**config.mk**
```make
export PLATFORM = sky130hd
export DESIGN_NAME = cpu_trace_buffer_flat
export DESIGN_NICKNAME = d
export VERILOG_FILES = /design/src/rtl/cpu_trace_buffer_if.sv /design/src/rtl/cpu_trace_buffer.sv /design/src/flat_wrapper.sv
export SDC_FILE = /design/constraint.sdc
export NUM_CORES = 2
export LEC_CHECK = 0
export CORE_MARGIN = 4
export CORE_UTILIZATION = 35
export DETAILED_ROUTE_END_ITERATION = 10
export PLACE_DENSITY = 0.56
export RECOVER_POWER = 50
export SLEW_MARGIN = 40
export SYNTH_ARGS = -nofsm -noshare
export SYNTH_HDL_FRONTEND = slang
export SYNTH_SLANG_ARGS = --single-unit
```
**constraint.sdc**
```tcl
create_clock -name clk -period 4.6 [get_ports clk]
set_input_delay 0.69 -clock clk [delete_from_list [all_inputs] [get_ports clk]]
set_output_delay 0.69 -clock clk [all_outputs]
set_load 0.005 [all_outputs]
```
**src/rtl/cpu_trace_buffer_if.sv**
```systemverilog
// Capture, trigger and read-back signals of the CPU trace buffer.
// The rd_stamp signal exists only when CPU_TRACE_CYCLE_STAMP_EN is defined.
interface cpu_trace_buffer_if #(
    parameter int DATA_W = 32,
    parameter int CTRL_W = 22,
    parameter int DEPTH  = 16
);
    localparam int AW = $clog2(DEPTH);

    logic              arm;
    logic              trig_en;
    logic [DATA_W-1:0] trig_pc;
    logic              cap_valid;
    logic [DATA_W-1:0] cap_pc;
    logic [DATA_W-1:0] cap_inst;
    logic [DATA_W-1:0] cap_alu;
    logic [CTRL_W-1:0] cap_ctrl;
    logic              rd_en;
    logic [AW-1:0]     rd_addr;
    logic              rd_valid;
    logic [DATA_W-1:0] rd_pc;
    logic [DATA_W-1:0] rd_inst;
    logic [DATA_W-1:0] rd_alu;
    logic [CTRL_W-1:0] rd_ctrl;
    logic [1:0]        state;
    logic [AW:0]       count;
`ifdef CPU_TRACE_CYCLE_STAMP_EN
    logic [15:0]       rd_stamp;
`endif

    modport master (
        output arm, trig_en, trig_pc, cap_valid, cap_pc, cap_inst, cap_alu, cap_ctrl,
               rd_en, rd_addr,
        input  rd_valid, rd_pc, rd_inst, rd_alu, rd_ctrl, state, count
`ifdef CPU_TRACE_CYCLE_STAMP_EN
        , input rd_stamp
`endif
    );

    modport slave (
        input  arm, trig_en, trig_pc, cap_valid, cap_pc, cap_inst, cap_alu, cap_ctrl,
               rd_en, rd_addr,
        output rd_valid, rd_pc, rd_inst, rd_alu, rd_ctrl, state, count
`ifdef CPU_TRACE_CYCLE_STAMP_EN
        , output rd_stamp
`endif
    );
endinterface

```
**src/rtl/cpu_trace_buffer.sv**
```systemverilog
// Circular trace capture of CPU debug signals with PC-match trigger and indexed read-back.
// Optional per-entry 16-bit cycle stamp: define CPU_TRACE_CYCLE_STAMP_EN.
module cpu_trace_buffer #(
    parameter int DATA_W    = 32,
    parameter int CTRL_W    = 22,
    parameter int DEPTH     = 16,
    parameter int POST_TRIG = 8
) (
    input  logic              clk,
    input  logic              reset,
    cpu_trace_buffer_if.slave bus
);
    localparam int AW = $clog2(DEPTH);
    localparam int PT = (POST_TRIG > DEPTH - 1) ? DEPTH - 1 : POST_TRIG;
    localparam logic [AW:0]   FULL = (AW + 1)'(DEPTH);
    localparam logic [AW-1:0] PT_V = AW'(PT);

    typedef enum logic [1:0] {
        IDLE  = 2'd0,
        ARMED = 2'd1,
        POST  = 2'd2,
        DONE  = 2'd3
    } state_t;

    typedef struct packed {
`ifdef CPU_TRACE_CYCLE_STAMP_EN
        logic [15:0]       stamp;
`endif
        logic [DATA_W-1:0] pc;
        logic [DATA_W-1:0] inst;
        logic [DATA_W-1:0] alu;
        logic [CTRL_W-1:0] ctrl;
    } entry_t;

    state_t        st;
    logic [AW-1:0] wr_ptr;
    logic [AW-1:0] post_cnt;
    logic [AW:0]   count;
    entry_t        mem [DEPTH];
    entry_t        wr_entry;
    entry_t        rd_q;
    logic          rd_valid_q;
    logic          wr_en;
    logic          trig_hit;
    logic          rd_ok;
    logic [AW-1:0] phys;

`ifdef CPU_TRACE_CYCLE_STAMP_EN
    logic [15:0] stamp;

    always_ff @(posedge clk or posedge reset) begin
        if (reset) stamp <= '0;
        else       stamp <= stamp + 16'd1;
    end

    assign wr_entry.stamp = stamp;
    assign bus.rd_stamp   = rd_q.stamp;
`endif

    assign wr_entry.pc   = bus.cap_pc;
    assign wr_entry.inst = bus.cap_inst;
    assign wr_entry.alu  = bus.cap_alu;
    assign wr_entry.ctrl = bus.cap_ctrl;

    // arm takes priority over both capture and read in the same cycle
    assign wr_en    = (st == ARMED || st == POST) && bus.cap_valid && !bus.arm;
    assign trig_hit = bus.trig_en && (bus.cap_pc == bus.trig_pc);
    assign rd_ok    = bus.rd_en && !bus.arm && (st == IDLE || st == DONE)
                      && ({1'b0, bus.rd_addr} < count);
    // once wrapped, the oldest entry sits at the write pointer
    assign phys     = ((count == FULL) ? wr_ptr : '0) + bus.rd_addr;

    always_ff @(posedge clk or posedge reset) begin
        if (reset) begin
            st       <= IDLE;
            wr_ptr   <= '0;
            count    <= '0;
            post_cnt <= '0;
        end else if (bus.arm) begin
            st       <= ARMED;
            wr_ptr   <= '0;
            count    <= '0;
            post_cnt <= '0;
        end else if (wr_en) begin
            wr_ptr <= wr_ptr + 1'b1;
            if (count != FULL) count <= count + 1'b1;
            if (st == ARMED) begin
                if (trig_hit) begin
                    if (PT == 0) begin
                        st <= DONE;
                    end else begin
                        st       <= POST;
                        post_cnt <= PT_V;
                    end
                end
            end else begin
                post_cnt <= post_cnt - 1'b1;
                if (post_cnt == AW'(1)) st <= DONE;
            end
        end
    end

    always_ff @(posedge clk) begin
        if (wr_en) mem[wr_ptr] <= wr_entry;
    end

    always_ff @(posedge clk or posedge reset) begin
        if (reset) begin
            rd_valid_q <= 1'b0;
            rd_q       <= '0;
        end else begin
            rd_valid_q <= rd_ok;
            rd_q       <= rd_ok ? mem[phys] : '0;
        end
    end

    assign bus.rd_valid = rd_valid_q;
    assign bus.rd_pc    = rd_q.pc;
    assign bus.rd_inst  = rd_q.inst;
    assign bus.rd_alu   = rd_q.alu;
    assign bus.rd_ctrl  = rd_q.ctrl;
    assign bus.state    = st;
    assign bus.count    = count;
endmodule
```
**src/flat_wrapper.sv**
```systemverilog
// flat-port wrapper written by rule: the top's interface ports become plain ports
module cpu_trace_buffer_flat 
#(
    parameter int DATA_W    = 32,
    parameter int CTRL_W    = 22,
    parameter int DEPTH     = 16,
    parameter int POST_TRIG = 8
)
  (clk, reset, bus_arm, bus_trig_en, bus_trig_pc, bus_cap_valid, bus_cap_pc, bus_cap_inst, bus_cap_alu, bus_cap_ctrl, bus_rd_en, bus_rd_addr, bus_rd_valid, bus_rd_pc, bus_rd_inst, bus_rd_alu, bus_rd_ctrl, bus_state, bus_count);
  cpu_trace_buffer_if #(.DATA_W(DATA_W), .CTRL_W(CTRL_W), .DEPTH(DEPTH)) bus_i ();
  input  logic clk;
  input  logic reset;
  input wire logic [$bits(bus_i.arm)-1:0] bus_arm;
  input wire logic [$bits(bus_i.trig_en)-1:0] bus_trig_en;
  input wire logic [$bits(bus_i.trig_pc)-1:0] bus_trig_pc;
  input wire logic [$bits(bus_i.cap_valid)-1:0] bus_cap_valid;
  input wire logic [$bits(bus_i.cap_pc)-1:0] bus_cap_pc;
  input wire logic [$bits(bus_i.cap_inst)-1:0] bus_cap_inst;
  input wire logic [$bits(bus_i.cap_alu)-1:0] bus_cap_alu;
  input wire logic [$bits(bus_i.cap_ctrl)-1:0] bus_cap_ctrl;
  input wire logic [$bits(bus_i.rd_en)-1:0] bus_rd_en;
  input wire logic [$bits(bus_i.rd_addr)-1:0] bus_rd_addr;
  output wire logic [$bits(bus_i.rd_valid)-1:0] bus_rd_valid;
  output wire logic [$bits(bus_i.rd_pc)-1:0] bus_rd_pc;
  output wire logic [$bits(bus_i.rd_inst)-1:0] bus_rd_inst;
  output wire logic [$bits(bus_i.rd_alu)-1:0] bus_rd_alu;
  output wire logic [$bits(bus_i.rd_ctrl)-1:0] bus_rd_ctrl;
  output wire logic [$bits(bus_i.state)-1:0] bus_state;
  output wire logic [$bits(bus_i.count)-1:0] bus_count;
  assign bus_i.arm = bus_arm;
  assign bus_i.trig_en = bus_trig_en;
  assign bus_i.trig_pc = bus_trig_pc;
  assign bus_i.cap_valid = bus_cap_valid;
  assign bus_i.cap_pc = bus_cap_pc;
  assign bus_i.cap_inst = bus_cap_inst;
  assign bus_i.cap_alu = bus_cap_alu;
  assign bus_i.cap_ctrl = bus_cap_ctrl;
  assign bus_i.rd_en = bus_rd_en;
  assign bus_i.rd_addr = bus_rd_addr;
  assign bus_rd_valid = bus_i.rd_valid;
  assign bus_rd_pc = bus_i.rd_pc;
  assign bus_rd_inst = bus_i.rd_inst;
  assign bus_rd_alu = bus_i.rd_alu;
  assign bus_rd_ctrl = bus_i.rd_ctrl;
  assign bus_state = bus_i.state;
  assign bus_count = bus_i.count;
  cpu_trace_buffer #(.DATA_W(DATA_W), .CTRL_W(CTRL_W), .DEPTH(DEPTH), .POST_TRIG(POST_TRIG)) u_core (.clk(clk), .reset(reset), .bus(bus_i));
endmodule
```
== Yosys cells after proc, flatten, opt, wreduce, memory -nomap -nowiden ==
Memories as Yosys holds them, arrays and structs flattened.
Cells that the tools add are included.

* Logic and storage cells: 57
* Memories: 1
* Output and inout port bits: 126
* Bits in writable memories: 1,888
* Bits in registers: 134

* Reductions and logical operators: 16
* $lt $le $gt $ge: 1
* Add/sub/neg operators: 4
* Eq/ne operators: 8
* Multiplexer cells: 18

{| class="wikitable"
|+ Memories
! name !! depth !! width !! rd ports !! clocked after memory_dff !! write ports !! line !! RTL
|-
| u_core.mem || 16 || 118 || 1 || 0 || 1 || cpu_trace_buffer.sv:39 || <nowiki>entry_t mem [DEPTH];</nowiki>
|}

{| class="wikitable"
|+ Operator list
! cell !! number
|-
| $mux W118 || 1
|-
| $eq A32 B32 Y1 || 1
|-
| $mux W4 || 7
|-
| $mux W5 || 3
|-
| $mux W2 || 5
|-
| $logic_and A1 B1 Y1 || 6
|-
| $add A5 B1 Y5 const B || 1
|-
| $eq A5 B5 Y1 const B || 1
|-
| $lt A4 B5 Y1 || 1
|-
| $ne A5 B5 Y1 const B || 1
|-
| $add A4 B1 Y4 const B || 1
|-
| $add A4 B4 Y4 || 1
|-
| $eq A2 B2 Y1 const B || 2
|-
| $eq A4 B1 Y1 const B || 1
|-
| $reduce_and A2 Y1 || 2
|-
| $reduce_bool A2 Y1 || 2
|-
| $sub A4 B1 Y4 const B || 1
|-
| $ne A3 B2 Y1 const B || 1
|-
| $reduce_and A3 Y1 || 1
|-
| $reduce_bool A3 Y1 || 1
|-
| $eq A2 B1 Y1 const B || 1
|-
| $logic_not A2 Y1 || 1
|-
| $logic_or A1 B1 Y1 || 2
|-
| $mux W1 || 2
|-
| $logic_not A1 Y1 || 1
|}

== Logic depth before layout (Yosys ltp) ==
* Word-level depth: 6
* Gate-level depth with buffers: 13

== Worst setup path before layout ==
No wires, ideal clock.

* Path kind: reg-to-reg
* Start: reg u_core.st[0], in the netlist u_core.bus.state[0]
* End: mem u_core.mem[4][0] (netlist name), enable pin
* Path slack: -69 ps
* Arrival time: 4,179 ps
* Stages on the path, launching flop included: 6
* Period minus slack after synthesis: 4,669 ps
* Path through: dfrtp_1 > ha_1 > nand2b_1 > clkbuf_1 > nor4b_1 > and2_1

* Word-level cells in the longest chain between the ends: 6
* Elaborated cells on any way between the ends: 7

{| class="wikitable"
|+ Ends and longest elaborated chain
! item !! line !! RTL
|-
| start: declaration || cpu_trace_buffer.sv:35 || <nowiki>state_t st;</nowiki>
|-
| start signal: assignment || cpu_trace_buffer.sv:75 || <nowiki>st <= IDLE;</nowiki>
|-
| start signal: assignment || cpu_trace_buffer.sv:80 || <nowiki>st <= ARMED;</nowiki>
|-
| start signal: assignment || cpu_trace_buffer.sv:90 || <nowiki>st <= DONE;</nowiki>
|-
| $eq A2 B1 Y1 or $eq A2 B2 Y1 (tied branches) || cpu_trace_buffer.sv:66 || <nowiki>assign wr_en = (st == ARMED || st == POST) && bus.cap_valid && !bus.arm;</nowiki>
|-
| $logic_or A1 B1 Y1 * || cpu_trace_buffer.sv:66 ||
|-
| $logic_and A1 B1 Y1 * (2 in a row) || cpu_trace_buffer.sv:66 ||
|-
| $mux W1 * || cpu_trace_buffer.sv:104 || <nowiki>if (wr_en) mem[wr_ptr] <= wr_entry;</nowiki>
|-
| $mux W1 (not written as such) * || cpu_trace_buffer.sv:104 ||
|-
| end: declaration || cpu_trace_buffer.sv:39 ||
|}

Mark *: on every way between the ends. The rest lies on a longest branch, timed or not.

== Worst setup path in the final report ==
* Start: reg u_core.count[0], in the netlist u_core.bus.count[0]
* End: reg u_core.rd_q (netlist bit u_core.bus.rd_alu[5])

* Word-level cells in the longest chain between the ends: 5
* Elaborated cells on any way between the ends: 7

{| class="wikitable"
|+ Ends and longest elaborated chain
! item !! line !! RTL
|-
| start: declaration || cpu_trace_buffer.sv:38 || <nowiki>logic [AW:0] count;</nowiki>
|-
| start signal: assignment || cpu_trace_buffer.sv:86 || <nowiki>if (count != FULL) count <= count + 1'b1;</nowiki>
|-
| $eq A5 B5 Y1 || cpu_trace_buffer.sv:71 || <nowiki>assign phys = ((count == FULL) ? wr_ptr : '0) + bus.rd_addr;</nowiki>
|-
| $mux W4 || cpu_trace_buffer.sv:71 ||
|-
| $add A4 B4 Y4 || cpu_trace_buffer.sv:71 ||
|-
| $mem_v2 Z16 W118 || -- ||
|-
| $mux W118 * || cpu_trace_buffer.sv:113 || <nowiki>rd_q <= rd_ok ? mem[phys] : '0;</nowiki>
|-
| end signal: assignment || cpu_trace_buffer.sv:113 ||
|-
| end: declaration || cpu_trace_buffer.sv:41 || <nowiki>entry_t rd_q;</nowiki>
|}

Marked as above.
A chain may end at the register's enable or synchronous reset.

==> metrics.log <==
[metrics] synthesized-area fraction occupied by xor and xnor cells: 0.00467
[metrics] crit path max-delay cell type: sky130_fd_sc_hd__fa_4
[metrics] post-detailed-route count of antenna-violating nets: 0
[metrics] Setup TNS Final: 0 ps
[metrics] starting utilization of the core area: 0.352
[metrics] mux contribution to synthesized area: 0.154
[metrics] number of gates given a new drive strength after cts: 0
[metrics] cell total after placement: 6484
[metrics] failing checks: max-capacitance violations, max-slew violations
[metrics] clock tree from TritonCTS: yes
[metrics] startpoint types: flip-flop
[metrics] CORE AREA: 0.218 mm2
[metrics] min cycle time layout: 3920 ps
[metrics] number of H-tree levels: 4
[metrics] Clock Tree Root: sky130_fd_sc_hd__clkbuf_16
[metrics] number of buffers on the longest clock path: 3
[metrics] number of failing hold endpoints at the final stage: 0
[metrics] GRT Util Overall: 0.170
[metrics] Synth Area in Compound Gates: 0.0264
[metrics] pin count of the biggest net entering global routing: 74
[metrics] Async SR Flop Fraction: 0.0663
[metrics] unrepaired setup endpoints after global routing: false
[metrics] port bufs: 285
[metrics] layout overhead on the synthesized area: 19.6%
[metrics] gate count after technology mapping: 3315
[metrics] Placer Congestion: 0.719
[metrics] post-synthesis adder-cell area fraction: 0.00271
[metrics] area of the die: 0.227 mm2
[metrics] final worst clock skew: 29.4 ps
[metrics] detailed-route vias per instance: 5.23
[metrics] share of layout cells above drive strength 1: 0.258
[metrics] period utilization: 0.853
[metrics] Buf+Inv Stages, Crit Path: 4
[metrics] clk_lat worst skew: 820 ps
[metrics] Clock Pin Slew Worst Setup and Hold Paths: 60 ps
[metrics] count of cells along the worst hold path: 1
[metrics] total I/O pin count: 286
[metrics] number of flops mapped to enable cells by yosys: 1888
[metrics] sink count of the clock tree: 2022
[metrics] Hold EP: u_core.post_cnt[3]$_DFFE_PP0P_
[metrics] fin area: 0.0917 mm2
[metrics] worst hold path startpoint: u_core.post_cnt[3]$_DFFE_PP0P_
[metrics] number of global-route vias before repair: 37.6k
[metrics] post-route DRC violation count: 0
[metrics] endpoint arrival time on the critical path: 4590 ps
[metrics] number of iterations in the first detailed-routing pass: 6
[metrics] cts-stage hold buffer count: 0
[metrics] final wirelength: 193000 um
[metrics] setup violation total in the final timing report: 0
[metrics] detailed placement HPWL: 110000 um
[metrics] average footprint of a synthesized cell: 23.1 um2
[metrics] f_max: 255 MHz
[metrics] x dimension of the die: 476 um
[metrics] setup slack on the worst flop-to-flop path: 680 ps
[metrics] cell area after technology mapping: 0.0767 mm2
[metrics] number of unique standard cell types used by synthesis: 43
[metrics] post-synthesis cell type with the largest combined area: sky130_fd_sc_hd__edfxtp_1
[metrics] post-detailed-placement cell area: 0.0849 mm2
[metrics] post-synthesis sequential element count: 2022
[metrics] post-synthesis share of cell area spent on and, or, nand and nor gates: 0.0148
[metrics] Leakage Power: 29.6 nW
[metrics] most frequent cell after synthesis: sky130_fd_sc_hd__edfxtp_1
[metrics] main combinational cell family by area after synthesis: multiplexers
[metrics] capture instance of the worst register-to-register path: u_core.bus.rd_alu[5]$_DFF_PP0_
[metrics] CP peak stage delay: 980 ps
[metrics] Setup Fix Bufs, Post-CTS: 0
[metrics] result of the run: finished with violations
[metrics] area share of the largest cell type after synthesis: 0.739
[metrics] crit path capture type: flip-flop
[metrics] startpoint of the worst-slack reg-to-reg timing path: u_core.bus.count[0]$_DFFE_PP0P_
[metrics] Worst VDD drop: 0.000371 V
[metrics] Die Span Y: 476 um
[metrics] Crit Path Category: flip-flop to flip-flop
[metrics] total power density per cell area: 421 mW/mm2
[metrics] number of rows created at floorplan: 171
[metrics] biggest area contributors in the synthesized netlist: sky130_fd_sc_hd__edfxtp_1, sky130_fd_sc_hd__mux4_2, sky130_fd_sc_hd__dfrtp_1
[metrics] starting DRC count in detailed routing: 3024
[metrics] top_reg_cell synth: sky130_fd_sc_hd__edfxtp_1
[metrics] total number of nets in the final design: 4009
[metrics] relative slew slack: -0.880
[metrics] initial antenna violation count: 56
[metrics] total gr overflow: 0
[metrics] Mapped Nets: 3491
[metrics] highest fanout seen on the critical path: 26
[metrics] leading cell types by count after synthesis: sky130_fd_sc_hd__edfxtp_1, sky130_fd_sc_hd__mux4_2, sky130_fd_sc_hd__a211oi_1, sky130_fd_sc_hd__dfrtp_1, sky130_fd_sc_hd__nor2b_1
[metrics] Req. time, crit path: 5270 ps
[metrics] CP delay by family, top: adder cells
[metrics] Hold Crit Class: flip-flop to flip-flop
[metrics] average wire length per cell after detail routing: 28.1 um
[metrics] count of warnings emitted by yosys: 0
[metrics] worst-margin pin slew: 2820 ps
[metrics] worst reg-to-reg path cell count: 13
[metrics] max_cap viols: 1
[metrics] final standard cell count with taps included and fillers excluded: 6884
[metrics] global-route wire length before repair: 277000 um
[metrics] sequential element share of the synthesized area: 0.783
[metrics] via count: 36.0k
[metrics] crit-path cells: inv_1 > ha_1 > and4bb_4 > and2_1 > ha_4 > fa_4 > buf_12 > buf_12 > buf_4 > mux4_2 > nor2b_1 > a211oi_1 > a211oi_1
[metrics] number of pins with negative max-slew slack in the final report: 73
[metrics] number of clock buffers inserted by TritonCTS: 201
state kept, by name, indices dropped and copies added, names as in the netlist:
name	flops
u_core.wr_ptr	4
u_core.mem	1888
u_core.bus.rd_alu	32
u_core.bus.state	2
u_core.post_cnt	4
u_core.bus.rd_inst	32
u_core.bus.rd_ctrl	22
u_core.bus.count	5
u_core.bus.rd_pc	32
u_core.bus.rd_valid	1
logic make-up (layout without fill, tap and decap cells):
family	Yosys count	in the layout
flops	2022	2022
buf+inv	200	897
mux	590	590
fa+ha+maj	16	16
other cells	0	18
simple gates	187	187
xor+xnor	39	39
compound gates	261	261
metrics by stage:
step                worst slack [ps]  total power, mW   util  hold slack [ps]
detailed placement               560             22.4  0.390              545
finish                           675             38.7  0.421              561
global route                     484             40.0  0.421              573
global placement                 552             22.4  0.390              538
CTS                              657             39.1  0.421              360
floorplan                       16.5             21.6      -              503
where the power goes:
part           total, mW  internal (mW)  leakage (nW)  switching, mW
Combinational       1.70          0.750          7.40          0.950
Clock               16.7           9.75          3.33           6.96
Sequential          20.2           20.2          18.9         0.0253
Total               38.7           30.7          29.6           7.93
routing by layer:
layer  wire [um]  GRT usage
met5          78          0
met4        3660     0.0361
met3       11100     0.0343
met2       94900      0.282
met1       83700      0.234
final cells by class:
class	count	area [um2]
fill	18600	126000
sequential	2022	60000
multi-input combinational	1093	15600
clock buffer	286	5720
timing repair buffer	503	5540
tap	2854	3570
clock inverter	96	1090
inverter	12	48.8
antenna	18	45.0
placed cells by master (no fill, tap or decap), types with 118 or more instances in the layout:
| cell type | n |
|---|---|
| sky130_fd_sc_hd__buf_4 | 123 |
| sky130_fd_sc_hd__mux4_2 | 472 |
| sky130_fd_sc_hd__mux2i_1 | 118 |
| sky130_fd_sc_hd__dfrtp_1 | 134 |
| sky130_fd_sc_hd__edfxtp_1 | 1888 |
| sky130_fd_sc_hd__clkbuf_16 | 204 |
| sky130_fd_sc_hd__a211oi_1 | 215 |
| sky130_fd_sc_hd__nor2b_1 | 119 |
| sky130_fd_sc_hd__dlygate4sd3_1 | 158 |
| sky130_fd_sc_hd__clkdlybuf4s50_1 | 126 |
worst max path at each step:
stage,start,to,slack (ps),cells after the start
3_3_place_gp,bus_rd_addr[0],u_core.bus.rd_inst[9]$_DFF_PP0_,550,10
2_1_floorplan,u_core.bus.state[0]$_DFFE_PP0P_,u_core.mem[0][0]$_DFFE_PP_,20,5
6_report,u_core.bus.count[0]$_DFFE_PP0P_,u_core.bus.rd_alu[5]$_DFF_PP0_,680,13
4_1_cts,u_core.bus.count[0]$_DFFE_PP0P_,u_core.bus.rd_alu[5]$_DFF_PP0_,660,13
5_1_grt,u_core.bus.count[0]$_DFFE_PP0P_,u_core.bus.rd_inst[12]$_DFF_PP0_,480,13
3_5_place_dp,bus_rd_addr[0],u_core.bus.rd_inst[10]$_DFF_PP0_,560,10
Note: power is estimated with default switching activity, not from simulation.
